**config.mk**
```make
export PLATFORM = sky130hd
export DESIGN_NAME = rr_arb8_flat
export DESIGN_NICKNAME = d
export VERILOG_FILES = /design/src/rtl/rr_arb8_pkg.sv /design/src/rtl/rr_arb8_if.sv /design/src/rtl/rr_arb8_dec3to8.sv /design/src/rtl/rr_arb8.sv /design/src/flat_wrapper.sv
export SDC_FILE = /design/constraint.sdc
export NUM_CORES = 1
export LEC_CHECK = 0
export CAP_MARGIN = 0
export CELL_PAD_IN_SITES_DETAIL_PLACEMENT = 1
export CELL_PAD_IN_SITES_GLOBAL_PLACEMENT = 2
export CORE_MARGIN = 2
export CORE_UTILIZATION = 39
export DETAILED_ROUTE_END_ITERATION = 6
export MAX_ROUTING_LAYER = met4
export PLACE_DENSITY_LB_ADDON = 0.15
export SYNTH_ARGS = -nofsm -noshare
export SYNTH_HDL_FRONTEND = slang
export SYNTH_SLANG_ARGS = --single-unit
```
**constraint.sdc**
```tcl
create_clock -name clk -period 4 [get_ports clk]
set_clock_uncertainty 0.1 [all_clocks]
set_input_delay 0.6 -clock clk [delete_from_list [all_inputs] [get_ports clk]]
set_output_delay 0.6 -clock clk [all_outputs]
set_load 0.01 [all_outputs]
```
**src/rtl/rr_arb8_pkg.sv**
```systemverilog
// Shared types and sizes for the 8-way round-robin arbiter.
package arb_pkg;
  typedef enum logic [0:0] {IDLE, GRANT} arb_state_t;
  localparam int NREQ = 8;
  localparam int IDXW = 3;
endpackage

```
**src/rtl/rr_arb8_if.sv**
```systemverilog
// Request/grant bundle between requesters (master) and the arbiter (slave).
interface rr_arb8_if;
  import arb_pkg::*;
  logic [NREQ-1:0] req;
  logic [NREQ-1:0] gnt;
  logic [IDXW-1:0] gnt_idx;
  logic            busy;
  logic            timeout;

  modport master (output req, input gnt, gnt_idx, busy, timeout);
  modport slave  (input req, output gnt, gnt_idx, busy, timeout);
endinterface

```
**src/rtl/rr_arb8_dec3to8.sv**
```systemverilog
// One-hot decoder with enable; all outputs low when en=0.
module dec3to8
  import arb_pkg::*;
(
  input  logic [IDXW-1:0] din,
  input  logic            en,
  output logic [NREQ-1:0] dout
);
  for (genvar i = 0; i < NREQ; i++) begin : g_bit
    assign dout[i] = en && (din == IDXW'(i));
  end
endmodule

```
**src/rtl/rr_arb8.sv**
```systemverilog
// 8-way round-robin arbiter with registered winner index and optional hold timeout.
module rr_arb8
  import arb_pkg::*;
#(
  parameter int MAX_HOLD = 255,
  parameter int CW       = 8
) (
  input  logic     clk,
  input  logic     rst,
  rr_arb8_if.slave bus
);
  localparam int HL = (MAX_HOLD == 0) ? 0 : MAX_HOLD - 1;

  arb_state_t      state, state_n;
  logic [IDXW-1:0] gnt_idx, gnt_idx_n, last, last_n;
  logic [CW-1:0]   hold_cnt, hold_n;
  logic [NREQ-1:0] mask, mask_n, eligible;
  logic            timeout, timeout_n;

  // Circular search beginning just after the last served requester.
  function automatic logic [IDXW-1:0] pick(input logic [NREQ-1:0] el,
                                           input logic [IDXW-1:0] lst);
    logic [IDXW-1:0] idx;
    logic            found;
    pick  = lst;
    found = 1'b0;
    for (int k = 1; k <= NREQ; k++) begin
      idx = lst + IDXW'(k);
      if (!found && el[idx]) begin
        pick  = idx;
        found = 1'b1;
      end
    end
  endfunction

  assign eligible = bus.req & ~mask;

  always_comb begin
    state_n   = state;
    gnt_idx_n = gnt_idx;
    last_n    = last;
    hold_n    = hold_cnt;
    mask_n    = mask & bus.req;
    timeout_n = 1'b0;
    case (state)
      IDLE: begin
        if (|eligible) begin
          gnt_idx_n = pick(eligible, last);
          hold_n    = '0;
          state_n   = GRANT;
        end
      end
      GRANT: begin
        if (!bus.req[gnt_idx]) begin
          last_n  = gnt_idx;
          state_n = IDLE;
        end else if (MAX_HOLD != 0 && hold_cnt == CW'(HL)) begin
          // Masked until the holder lets go of req for at least one cycle.
          timeout_n       = 1'b1;
          mask_n[gnt_idx] = 1'b1;
          last_n          = gnt_idx;
          state_n         = IDLE;
        end else if (hold_cnt != '1) begin
          hold_n = hold_cnt + 1'b1;
        end
      end
      default: state_n = IDLE;
    endcase
  end

  always_ff @(posedge clk or posedge rst) begin
    if (rst) begin
      state    <= IDLE;
      gnt_idx  <= '0;
      last     <= IDXW'(NREQ - 1);
      hold_cnt <= '0;
      mask     <= '0;
      timeout  <= 1'b0;
    end else begin
      state    <= state_n;
      gnt_idx  <= gnt_idx_n;
      last     <= last_n;
      hold_cnt <= hold_n;
      mask     <= mask_n;
      timeout  <= timeout_n;
    end
  end

  assign bus.busy    = (state == GRANT);
  assign bus.gnt_idx = gnt_idx;
  assign bus.timeout = timeout;

  dec3to8 u_dec (
    .din  (gnt_idx),
    .en   (bus.busy),
    .dout (bus.gnt)
  );
endmodule
```
**src/flat_wrapper.sv**
```systemverilog
// flat-port wrapper written by rule: the top's interface ports become plain ports
module rr_arb8_flat import arb_pkg::*;
#(
  parameter int MAX_HOLD = 255,
  parameter int CW       = 8
)
  (clk, rst, bus_req, bus_gnt, bus_gnt_idx, bus_busy, bus_timeout);
  rr_arb8_if bus_i ();
  input  logic clk;
  input  logic rst;
  input wire logic [$bits(bus_i.req)-1:0] bus_req;
  output wire logic [$bits(bus_i.gnt)-1:0] bus_gnt;
  output wire logic [$bits(bus_i.gnt_idx)-1:0] bus_gnt_idx;
  output wire logic [$bits(bus_i.busy)-1:0] bus_busy;
  output wire logic [$bits(bus_i.timeout)-1:0] bus_timeout;
  assign bus_i.req = bus_req;
  assign bus_gnt = bus_i.gnt;
  assign bus_gnt_idx = bus_i.gnt_idx;
  assign bus_busy = bus_i.busy;
  assign bus_timeout = bus_i.timeout;
  rr_arb8 #(.MAX_HOLD(MAX_HOLD), .CW(CW)) u_core (.clk(clk), .rst(rst), .bus(bus_i));
endmodule
```
[After elaboration in Yosys (flattened, before gate mapping)]
Cells that the tools add are included.
Word-level totals
  flip-flop bits (word level): 24
  logic and storage cells: 137
Operators by class
  equal/unequal tests: 14
  order comparisons: 10
  add/sub/neg operators: 8
  bitwise gates (word level): 5
  muxes and demuxes: 66
  reductions and logical operators: 28
Operators by type and width (count)
  two-way mux 8 bit: 7
  two-way mux 1 bit: 37
  < comparator 3 x 4 -> 1 bit (second input constant): 9
  two-way mux 3 bit: 10
  binary-select mux 1 bit (select 3 bit): 9
  AND 8 bit: 2
  logical AND 1 bit: 16
  one-hot mux 8 bit (2 select lines): 1
  adder 3 bit (second input constant): 4
  equality test 3 bit (second input constant): 4
  adder 8 x 1 -> 8 bit (second input constant): 1
  equality test 8 bit (second input constant): 1
  != test 2 bit (second input constant): 4
  != test 8 bit (second input constant): 1
  NOT 8 bit: 1
  OR 8 bit: 1
  OR reduction 8 bit: 1
  logical NOT 1 bit: 7
  adder 3 x 2 -> 3 bit (second input constant): 2
  equality test 3 x 2 -> 1 bit (second input constant): 2
  AND reduction 2 bit: 2
  AND reduction 4 bit: 1
  adder 3 x 1 -> 3 bit (second input constant): 1
  demux 1 bit (select 3 bit): 1
  other kinds (6): 6

[Depth between registers and ports, before layout]
Gate-level depths: netlist of the first run.
  word-level depth: 40
  mapped depth: 10
  mapped depth without buffers: 9

[Modules after synthesis]
A second synthesis of the first run with hierarchy kept.
Second synthesis, totals
  cell total of the unflattened synthesis: 234
  area total of the unflattened synthesis: 2184.6 sq um
Modules (own cells, without submodules)
  rr_arb8: cells an instance 226, area each 2088.3 sq um, instances 1, seq. area each 604.3 sq um
  dec3to8: cells an instance 8, area each 96.3 sq um, instances 1, seq. area each 0.0 sq um

[Least setup slack after synthesis of the first run]
Ideal clock, no wire load.
  path type: flip-flop to flip-flop
  from: register u_core.last[0]
  to: register u_core.gnt_idx[0], in the netlist u_core.bus.gnt_idx[0]
  cell stages (with the launch flop): 9
  required time: 3.831 ns
  slack: 1.286 ns
  buffers on the path: 1
  arrival: 2.545 ns
  cells stage by stage: dfstp_2 buf_6 inv_2 ha_1 xnor2_1 mux4_2 or3_4 a211o_1 nand3_1
On the way
  longest elaborated chain between the ends: 39
RTL lines
  start: declaration: RTL line rr_arb8.sv:15  | logic [IDXW-1:0] gnt_idx, gnt_idx_n, last, last_n;
  start signal: assignment: RTL line rr_arb8.sv:75  | last <= IDXW'(NREQ - 1);
  start signal: assignment: RTL line rr_arb8.sv:82  | last <= last_n;
  adder 3 x 1 -> 3 bit: RTL line rr_arb8.sv:28  | idx = lst + IDXW'(k);
  binary-select mux 1 bit (select 3 bit): RTL line rr_arb8.sv:29  | if (!found && el[idx]) begin
  two-way mux 1 bit (implied by the code): RTL line rr_arb8.sv:29
  two-way mux 1 bit: RTL line rr_arb8.sv:29
  two-way mux 1 bit: RTL line rr_arb8.sv:47  | if (|eligible) begin
  two-way mux 1 bit: RTL line rr_arb8.sv:45  | case (state)
  logical NOT 1 bit: RTL line rr_arb8.sv:29
  logical AND 1 bit: RTL line rr_arb8.sv:29
  (+23 left out)
  logical NOT 1 bit: RTL line rr_arb8.sv:29
  logical AND 1 bit: RTL line rr_arb8.sv:29
  two-way mux 1 bit: RTL line rr_arb8.sv:29
  two-way mux 1 bit: RTL line rr_arb8.sv:47
  two-way mux 1 bit: RTL line rr_arb8.sv:45
  logical NOT 1 bit: RTL line rr_arb8.sv:29
  logical AND 1 bit: RTL line rr_arb8.sv:29
  two-way mux 3 bit (*): RTL line rr_arb8.sv:29
  end signal: assignment: RTL line rr_arb8.sv:81  | gnt_idx <= gnt_idx_n;
  end: declaration: RTL line rr_arb8.sv:15
Mark *: on every way between the ends. The rest lies on a longest branch, timed or not. The select of a mux whose other input is x is not followed.
A chain may end at the register's enable or synchronous reset.

[Final worst setup path of the first run]
  from: input port bus_req[2]
  to: register u_core.gnt_idx[0], in the netlist u_core.bus.gnt_idx[0]
On the way
  longest elaborated chain between the ends: 39
RTL lines
  start: declaration: RTL line flat_wrapper.sv:11  | input wire logic [$bits(bus_i.req)-1:0] bus_req;
  AND 8 bit (*): RTL line rr_arb8.sv:36  | assign eligible = bus.req & ~mask;
  binary-select mux 1 bit (select 3 bit): RTL line rr_arb8.sv:29
  two-way mux 1 bit (implied by the code): RTL line rr_arb8.sv:29
  two-way mux 1 bit: RTL line rr_arb8.sv:29
  two-way mux 1 bit: RTL line rr_arb8.sv:47
  two-way mux 1 bit: RTL line rr_arb8.sv:45
  logical NOT 1 bit: RTL line rr_arb8.sv:29
  logical AND 1 bit: RTL line rr_arb8.sv:29
  (+23 left out)
  logical NOT 1 bit: RTL line rr_arb8.sv:29
  logical AND 1 bit: RTL line rr_arb8.sv:29
  two-way mux 1 bit: RTL line rr_arb8.sv:29
  two-way mux 1 bit: RTL line rr_arb8.sv:47
  two-way mux 1 bit: RTL line rr_arb8.sv:45
  logical NOT 1 bit: RTL line rr_arb8.sv:29
  logical AND 1 bit: RTL line rr_arb8.sv:29
  two-way mux 3 bit: RTL line rr_arb8.sv:29
Marks and branches as above.

==> results.sh, run 1 <==
export IMPL_finish_net_count=262
export IMPL_placement_setup_worst_slack_ns=0.693
export IMPL_total_setup_violations_reported_at_the_end_of_the_flow=0
export IMPL_clk_path_buf_depth=2
export IMPL_min_path_cells=1
export IMPL_tritoncts_num_buffers=3
export IMPL_power_per_cell_area_mw_per_mm2=848
export IMPL_post_syn_nets=240
export IMPL_netlist_area_mm2=0.00213
export IMPL_grt_first_pass_wirelength_mm=10.2
export IMPL_drcViolationCount=0
export IMPL_worstSetupEndpointType="register"
export IMPL_crit_slowest_cell="sky130_fd_sc_hd__mux4_2"
export IMPL_holdCritPathClass="reg -> reg"
export IMPL_place_congestion=0.912
export IMPL_setup_ws_ns=0.959
export IMPL_timing_critical_path_max_delay_family="simple AND/OR/NAND/NOR gates"
export IMPL_report_final_slew_viol_count=0
export IMPL_drt_wirelength_per_cell_um=19.0
export IMPL_htree_levels=1
export IMPL_rsz0062_at_grt="no"
export IMPL_yosys_register_bits=24
export IMPL_mean_post_synth_cell_area_um2=9.43
export IMPL_synth_cell_type_count=52
export IMPL_post_route_min_period_ns=3.04
export IMPL_crit_buf_inv=1
export IMPL_insertion_delay_ns=0.28
export IMPL_path_cells="clkdlybuf4s50_1 -> nand2b_1 -> mux2i_1 -> mux4_2 -> nand4bb_4 -> or3_4 -> a211o_1 -> nand3_1"
export IMPL_holdCritStartpoint="u_core.mask[7]$_DFF_PP0_"
export IMPL_grt_start_max_net_pins=25
export IMPL_antennaDiodeCount=0
export IMPL_critical_path_class="in -> reg"
export IMPL_timing_max_slew_rel_slack=0.347
export IMPL_worstMarginPinSlew_ns=0.978
export IMPL_synthArstFlopShare=1.00
export IMPL_critPathMaxStageDelay_ns=0.57
export IMPL_max_cap_viol_count=0
export IMPL_post_route_period_util=0.760
export IMPL_die_width_um=77.9
export IMPL_grt_usage=0.215
export IMPL_place_hpwl_mm=4.51
export IMPL_r2r_setup_slack_ns=0.97
export IMPL_antenna_violating_nets_post_route=0
export IMPL_worst_r2r_startpoint="u_core.last[1]$_DFFE_PP1P_"
export IMPL_number_of_buffers_added_on_ports=22
export IMPL_cts_repair_resized=0
export IMPL_vias=1856
export IMPL_number_of_flops_mapped_to_enable_cells_by_yosys=0
export IMPL_leakage_nw=0.983
export IMPL_io_pins=23
export IMPL_r2r_end="u_core.bus.gnt_idx[1]$_DFFE_PP0P_"
export IMPL_drtPass1Iterations=4
export IMPL_cts_root_buf="sky130_fd_sc_hd__clkbuf_8"
export IMPL_initialDrtViolationCount=122
export IMPL_routed_wirelength_mm=6.03
export IMPL_drive_above_1_share=0.162
export IMPL_achievable_frequency_ghz=0.329
export IMPL_area_overhead_vs_synth_pct=16.6
export IMPL_tritoncts_clock_tree="built"
export IMPL_crit_fanout=6
export IMPL_global_route_overflow_total=0
export IMPL_ys_dominant_reg_cell="sky130_fd_sc_hd__dfrtp_1"
export IMPL_die_h_um=77.9
export IMPL_total_negative_setup_slack_ns=0
export IMPL_floorplan_die_area_mm2=0.00607
export IMPL_effective_utilization_at_floorplan=0.409
export IMPL_antenna_found_initial=0
export IMPL_timing_reg2reg_worst_path_depth=9
export IMPL_cts_setup_buffers=0
export IMPL_setup_worst_path_start_class="input port"
export IMPL_ctsHoldBuffers=0
export IMPL_clk_transition_reported_paths_ns=0.10
export IMPL_core_area_mm2=0.00520
export IMPL_synth_warning_count=0
export IMPL_fp_row_count=26
export IMPL_critical_path_arrival_ns=3.16
export IMPL_hold_end="u_core.mask[7]$_DFF_PP0_"
export IMPL_vdd_ir_drop_max_v=0.000343
export IMPL_synthCells=226
export IMPL_tritoncts_sinks=24
export IMPL_hold_viol_final=0
export IMPL_synth_yosys_seq_area_share=0.284
export IMPL_data_required_critical_path_ns=4.12
export IMPL_vias_per_cell=5.85
export IMPL_outcome="complete, no violations"
export IMPL_first_global_vias=1935
==> synth_stat cells, types with 2 or more instances <==
master,instances,share of area
sky130_fd_sc_hd__o21ai_0,9,0.021
sky130_fd_sc_hd__ha_1,4,0.023
sky130_fd_sc_hd__buf_2,2,0.0047
sky130_fd_sc_hd__mux2_2,10,0.053
sky130_fd_sc_hd__nor4_1,2,0.0059
sky130_fd_sc_hd__nor3_1,10,0.023
sky130_fd_sc_hd__a22o_1,6,0.025
sky130_fd_sc_hd__mux4_2,10,0.11
sky130_fd_sc_hd__nor2_1,26,0.046
sky130_fd_sc_hd__nand2_1,14,0.025
sky130_fd_sc_hd__inv_2,2,0.0035
sky130_fd_sc_hd__xnor2_1,7,0.029
sky130_fd_sc_hd__nand4_1,4,0.012
sky130_fd_sc_hd__a32o_1,2,0.0094
sky130_fd_sc_hd__o31ai_1,2,0.0070
sky130_fd_sc_hd__a21oi_1,9,0.021
sky130_fd_sc_hd__dfstp_2,3,0.037
sky130_fd_sc_hd__nor2b_1,7,0.021
sky130_fd_sc_hd__nand2b_1,12,0.035
sky130_fd_sc_hd__a31oi_1,2,0.0059
sky130_fd_sc_hd__dfrtp_1,21,0.25
sky130_fd_sc_hd__inv_1,6,0.011
sky130_fd_sc_hd__nand3_1,6,0.014
sky130_fd_sc_hd__xor2_1,2,0.0082
sky130_fd_sc_hd__clkbuf_1,6,0.011
sky130_fd_sc_hd__a22oi_1,3,0.011
sky130_fd_sc_hd__mux2i_1,14,0.066
==> metal layers <==
layer	vias to the layer above	share of wire	global-route usage	wire (um)
li1	886	-	-	-
met1	929	0.47	0.291	2850
met2	34	0.49	0.353	2940
met3	7	0.027	0.0244	161
met4	0	0.013	0.0386	80
met5	-	0	-	0
==> registers in the layout (all words and copies together), names as in the netlist <==
| register | cells |
|---|---|
| u_core.hold_cnt | 8 |
| u_core.bus.timeout | 1 |
| u_core.bus.busy | 1 |
| u_core.mask | 8 |
| u_core.last | 3 |
| u_core.bus.gnt_idx | 3 |
==> logic make-up (layout without fill, tap and decap cells) <==
| logic type | Yosys count | after routing | synth area share |
|---|---|---|---|
| mux | 35 | 35 | 0.237 |
| buf+inv | 19 | 40 | 0.0476 |
| simple gates | 90 | 90 | 0.227 |
| flops | 24 | 24 | 0.284 |
| compound gates | 45 | 45 | 0.145 |
| xor+xnor | 9 | 9 | 0.0370 |
| fa+ha+maj | 4 | 4 | 0.0235 |
==> placed cells by master (no fill, tap or decap), drive strengths merged, types with 3 or more instances in the layout <==
| cell type | n |
|---|---|
| ha | 4 |
| mux2i | 14 |
| nand2b | 12 |
| a22oi | 3 |
| nor2b | 7 |
| clkbuf | 3 |
| nor2 | 26 |
| nand4 | 4 |
| nor3 | 10 |
| nand2 | 14 |
| mux4 | 11 |
| inv | 8 |
| o21ai | 10 |
| dfrtp | 21 |
| a21oi | 9 |
| buf | 6 |
| xnor2 | 7 |
| clkdlybuf4s50 | 22 |
| nand3 | 6 |
| dfstp | 3 |
| a22o | 6 |
| mux2 | 10 |
==> layout make-up <==
| type | instances | area, um^2 |
|---|---|---|
| Fill cell | 620 | 2720 |
| Multi-Input combinational cell | 183 | 1430 |
| Sequential cell | 24 | 604 |
| Timing Repair Buffer | 28 | 265 |
| Tap cell | 70 | 87.6 |
| Clock buffer | 3 | 41.3 |
| Clock inverter | 1 | 30.0 |
| Inverter | 8 | 30.0 |
==> metrics by stage <==
| stage | power [mW] | utilization | area [um^2] | std cells | hold slack (ns) |
|---|---|---|---|---|---|
| final | 2.11 | 0.477 | 2480 | 317 | 0.391 |
| after global routing | 2.26 | 0.477 | 2480 | 317 | 0.412 |
| after CTS | 2.11 | 0.477 | 2480 | 317 | 0.400 |
| after detailed placement | 1.87 | 0.463 | 2410 | 313 | 0.376 |
| after global placement | 1.88 | 0.463 | 2410 | 313 | 0.363 |
| after floorplan | 1.49 | - | 2130 | 226 | 0.354 |
==> how the worst max path moves through the flow <==
| stage | start | to | slack [ns] | depth (start not counted) |
|---|---|---|---|---|
| 3_3_place_gp | bus_req[2] | u_core.bus.gnt_idx[0]$_DFFE_PP0P_ | 0.72 | 8 |
| 6_report | bus_req[2] | u_core.bus.gnt_idx[0]$_DFFE_PP0P_ | 0.96 | 8 |
| 2_1_floorplan | u_core.last[0]$_DFFE_PP1P_ | u_core.bus.gnt_idx[0]$_DFFE_PP0P_ | 1.29 | 8 |
| 5_1_grt | u_core.last[1]$_DFFE_PP1P_ | u_core.bus.gnt_idx[1]$_DFFE_PP0P_ | 0.82 | 9 |
| 4_1_cts | u_core.last[1]$_DFFE_PP1P_ | u_core.bus.gnt_idx[1]$_DFFE_PP0P_ | 0.96 | 9 |
| 3_5_place_dp | bus_req[2] | u_core.bus.gnt_idx[0]$_DFFE_PP0P_ | 0.69 | 8 |
==> where the power goes <==
group / total, mW / leakage, nW / switching, mW / internal, mW
Combinational: 1.44 / 0.635 / 0.772 / 0.667
Sequential: 0.446 / 0.312 / 0.141 / 0.305
Clock: 0.223 / 0.0357 / 0.0885 / 0.134
Note: power is estimated with default switching activity, not from simulation.
==> inputs of run 2 (changes only) <==
--- a/config.mk
+++ b/config.mk
@@ -9,7 +9,7 @@
 export CELL_PAD_IN_SITES_DETAIL_PLACEMENT = 1
 export CELL_PAD_IN_SITES_GLOBAL_PLACEMENT = 2
 export CORE_MARGIN = 2
-export CORE_UTILIZATION = 39
+export CORE_UTILIZATION = 32
 export DETAILED_ROUTE_END_ITERATION = 6
 export MAX_ROUTING_LAYER = met4
 export PLACE_DENSITY_LB_ADDON = 0.15
==> constraint.sdc (replaced) <==
create_clock -name clk -period 2.6 [get_ports clk]
set_clock_uncertainty 0.1 [all_clocks]
set_input_delay 0.39 -clock clk [delete_from_list [all_inputs] [get_ports clk]]
set_output_delay 0.39 -clock clk [all_outputs]
set_load 0.01 [all_outputs]
==> run 2 against run 1 <==
The flow now finishes with violations (setup timing). Worst hold slack lost 0.22 ns. Global-route usage down 1.1 points. Clock-buffer cell count stayed put. Clock power is 54% higher. First-iteration DRC count down 17%. Non-clock buffer count up 59. Sequential cell count unchanged. Register-to-register slack worse by 1.0 ns.
==> results.sh, run 2 (synthesis gave the netlist of run 1 again) <==
export IMPL_outcome="complete, but fails checks"
export IMPL_failed_checks="setup timing"
export IMPL_largest_registers="u_core.hold_cnt x8, u_core.mask x8"
export IMPL_grt_start_max_net_pins=23
export IMPL_crit_slowest_cell="sky130_fd_sc_hd__dfstp_2"
export IMPL_critPathMaxStageDelay_ns=0.65
export IMPL_drive_above_1_share=0.379
export IMPL_vias_per_cell=5.51
export IMPL_placement_setup_worst_slack_ns=-0.456
export IMPL_report_final_slew_viol_count=0
export IMPL_floorplan_die_area_mm2=0.00733
export IMPL_core_area_mm2=0.00639
export IMPL_power_per_cell_area_mw_per_mm2=1400
export IMPL_critPathMostFrequentCell="sky130_fd_sc_hd__buf_6"
export IMPL_setup_worst_path_start_class="register"
export IMPL_post_route_util=0.490
export IMPL_final_cell_mix="58 x sky130_fd_sc_hd__buf_4, 26 x sky130_fd_sc_hd__nor2_1, 21 x sky130_fd_sc_hd__dfrtp_1, 20 x sky130_fd_sc_hd__clkdlybuf4s50_1, 14 x sky130_fd_sc_hd__nand2_1"
export IMPL_crit_fanout=5
export IMPL_vias=2111
export IMPL_tritoncts_clock_tree="built"
export IMPL_data_required_critical_path_ns=2.73
export IMPL_die_width_um=85.6
export IMPL_fp_row_count=29
export IMPL_htree_levels=1
export IMPL_timing_max_slew_rel_slack=0.536
export IMPL_rsz0062_at_grt="yes"
export IMPL_total_negative_setup_slack_ns=-0.0517
export IMPL_num_fill_cells=746
export IMPL_hold_viol_final=0
export IMPL_report_power_total_mw=4.38
export IMPL_worstSetupEndpointType="register"
export IMPL_worstMarginPinSlew_ns=0.690
export IMPL_vdd_ir_drop_max_v=0.000737
export IMPL_path_cells="buf_6 -> buf_6 -> mux2i_4 -> buf_4 -> mux4_2 -> nand2b_4 -> or3_4 -> a211o_1 -> nand3_1"
export IMPL_clk_path_buf_depth=2
export IMPL_max_cap_viol_count=0
export IMPL_antenna_found_initial=0
export IMPL_die_h_um=85.6
export IMPL_drt_wirelength_per_cell_um=19.5
export IMPL_post_route_min_period_ns=2.65
export IMPL_critical_path_class="reg -> reg"
export IMPL_first_global_vias=2179
export IMPL_achievable_frequency_ghz=0.377
export IMPL_total_setup_violations_reported_at_the_end_of_the_flow=2
export IMPL_clk_transition_reported_paths_ns=0.10
export IMPL_antennaDiodeCount=0
export IMPL_grt_first_pass_wirelength_mm=11.3
export IMPL_holdCritPathClass="in -> async"
export IMPL_leakage_nw=1.33
export IMPL_place_congestion=0.887
export IMPL_layout_cells_non_filler=383
export IMPL_antenna_violating_nets_post_route=0
export IMPL_multi_input_comb_area_mm2=0.00158
export IMPL_mostFrequentLayoutCell="sky130_fd_sc_hd__buf_4"
export IMPL_drtPass1Iterations=4
export IMPL_drcViolationCount=0
export IMPL_insertion_delay_ns=0.28
export IMPL_post_route_period_util=1.02
export IMPL_initialDrtViolationCount=101
export IMPL_dp_cells=362
export IMPL_setup_ws_ns=-0.0494
export IMPL_grt_usage=0.203
export IMPL_tritoncts_sinks=24
export IMPL_effective_utilization_at_floorplan=0.334
export IMPL_area_overhead_vs_synth_pct=46.9
export IMPL_finish_net_count=321
export IMPL_place_hpwl_mm=5.46
export IMPL_cts_root_buf="sky130_fd_sc_hd__clkbuf_8"
export IMPL_critical_path_arrival_ns=2.78
export IMPL_global_route_overflow_total=0
export IMPL_routed_wirelength_mm=7.47
export IMPL_io_pins=23
export IMPL_tritoncts_num_buffers=3
export IMPL_area_sequential_um2=604
export IMPL_number_of_buffers_added_on_ports=22
run 2: cell count changes in the layout (fill, tap and decap cells not counted), sizes merged:
cell,previous run,this run
buf,6,65
clkdlybuf4s50,22,20
dlymetal6s2s,0,2
run 2: final cells by class:
cell class                 instances  share of cell area
clock buffer                       3              0.0132
inverter                           8              0.0104
sequential                        24               0.193
tap                               77              0.0308
clock inverter                     1             0.00959
multi-input combinational        183               0.504
timing repair buffer              87               0.239
run 2: layer usage:
| metal | wire length [um] | track usage | share of wire |
|---|---|---|---|
| met5 | 0 | - | 0 |
| met1 | 3430 | 0.272 | 0.46 |
| met2 | 3770 | 0.331 | 0.50 |
| met3 | 117 | 0.0192 | 0.016 |
| met4 | 149 | 0.0563 | 0.020 |
run 2: critical path, delay by kind of cell, from the launching register on:
kind / cells / cell delay, ns
compound gates: 1 / 0.30
buf+inv: 3 / 0.37
flops: 1 / 0.65
mux: 2 / 0.54
simple gates: 3 / 0.62
run 2: power by group:
part | leakage (nW) | internal, mW | switching [mW] | total [mW]
clock | 0.0357 | 0.206 | 0.137 | 0.344
sequential | 0.312 | 0.469 | 0.200 | 0.669
combinational | 0.984 | 1.78 | 1.58 | 3.36
run 2: worst paths after layout:
path                                       startpoint                           endpoint  slack (ns)  cells past startpoint
max                        u_core.last[0]$_DFFE_PP1P_  u_core.bus.gnt_idx[0]$_DFFE_PP0P_       -0.05                      9
min                                               rst  u_core.bus.gnt_idx[0]$_DFFE_PP0P_        0.17                      2
max reg2reg                u_core.last[0]$_DFFE_PP1P_  u_core.bus.gnt_idx[0]$_DFFE_PP0P_       -0.05                      9
min reg2reg                  u_core.mask[3]$_DFF_PP0_           u_core.mask[3]$_DFF_PP0_        0.39                      1
max in group asynchronous                         rst         u_core.last[1]$_DFFE_PP1P_        1.64                      3
min in group clk                           bus_req[7]           u_core.mask[7]$_DFF_PP0_        0.39                      3
run 2: what timing repair did:
| item | CTS | global route |
|---|---|---|
| resized for setup | 9 | 26 |
| hold buffers | 0 | 0 |
| pin swaps | 2 | 9 |
| endpoints found under the setup margin | 3 | 3 |
| setup buffers | 2 | 15 |
run 2: per-stage QoR:
stage / hold WS (ns) / area, um^2
4_1_cts: 0.170 / 2910
2_1_floorplan: 0.302 / 2160
3_5_place_dp: 0.373 / 2780
5_1_grt: 0.177 / 3130
3_3_place_gp: 0.367 / 2780
6_report: 0.170 / 3130
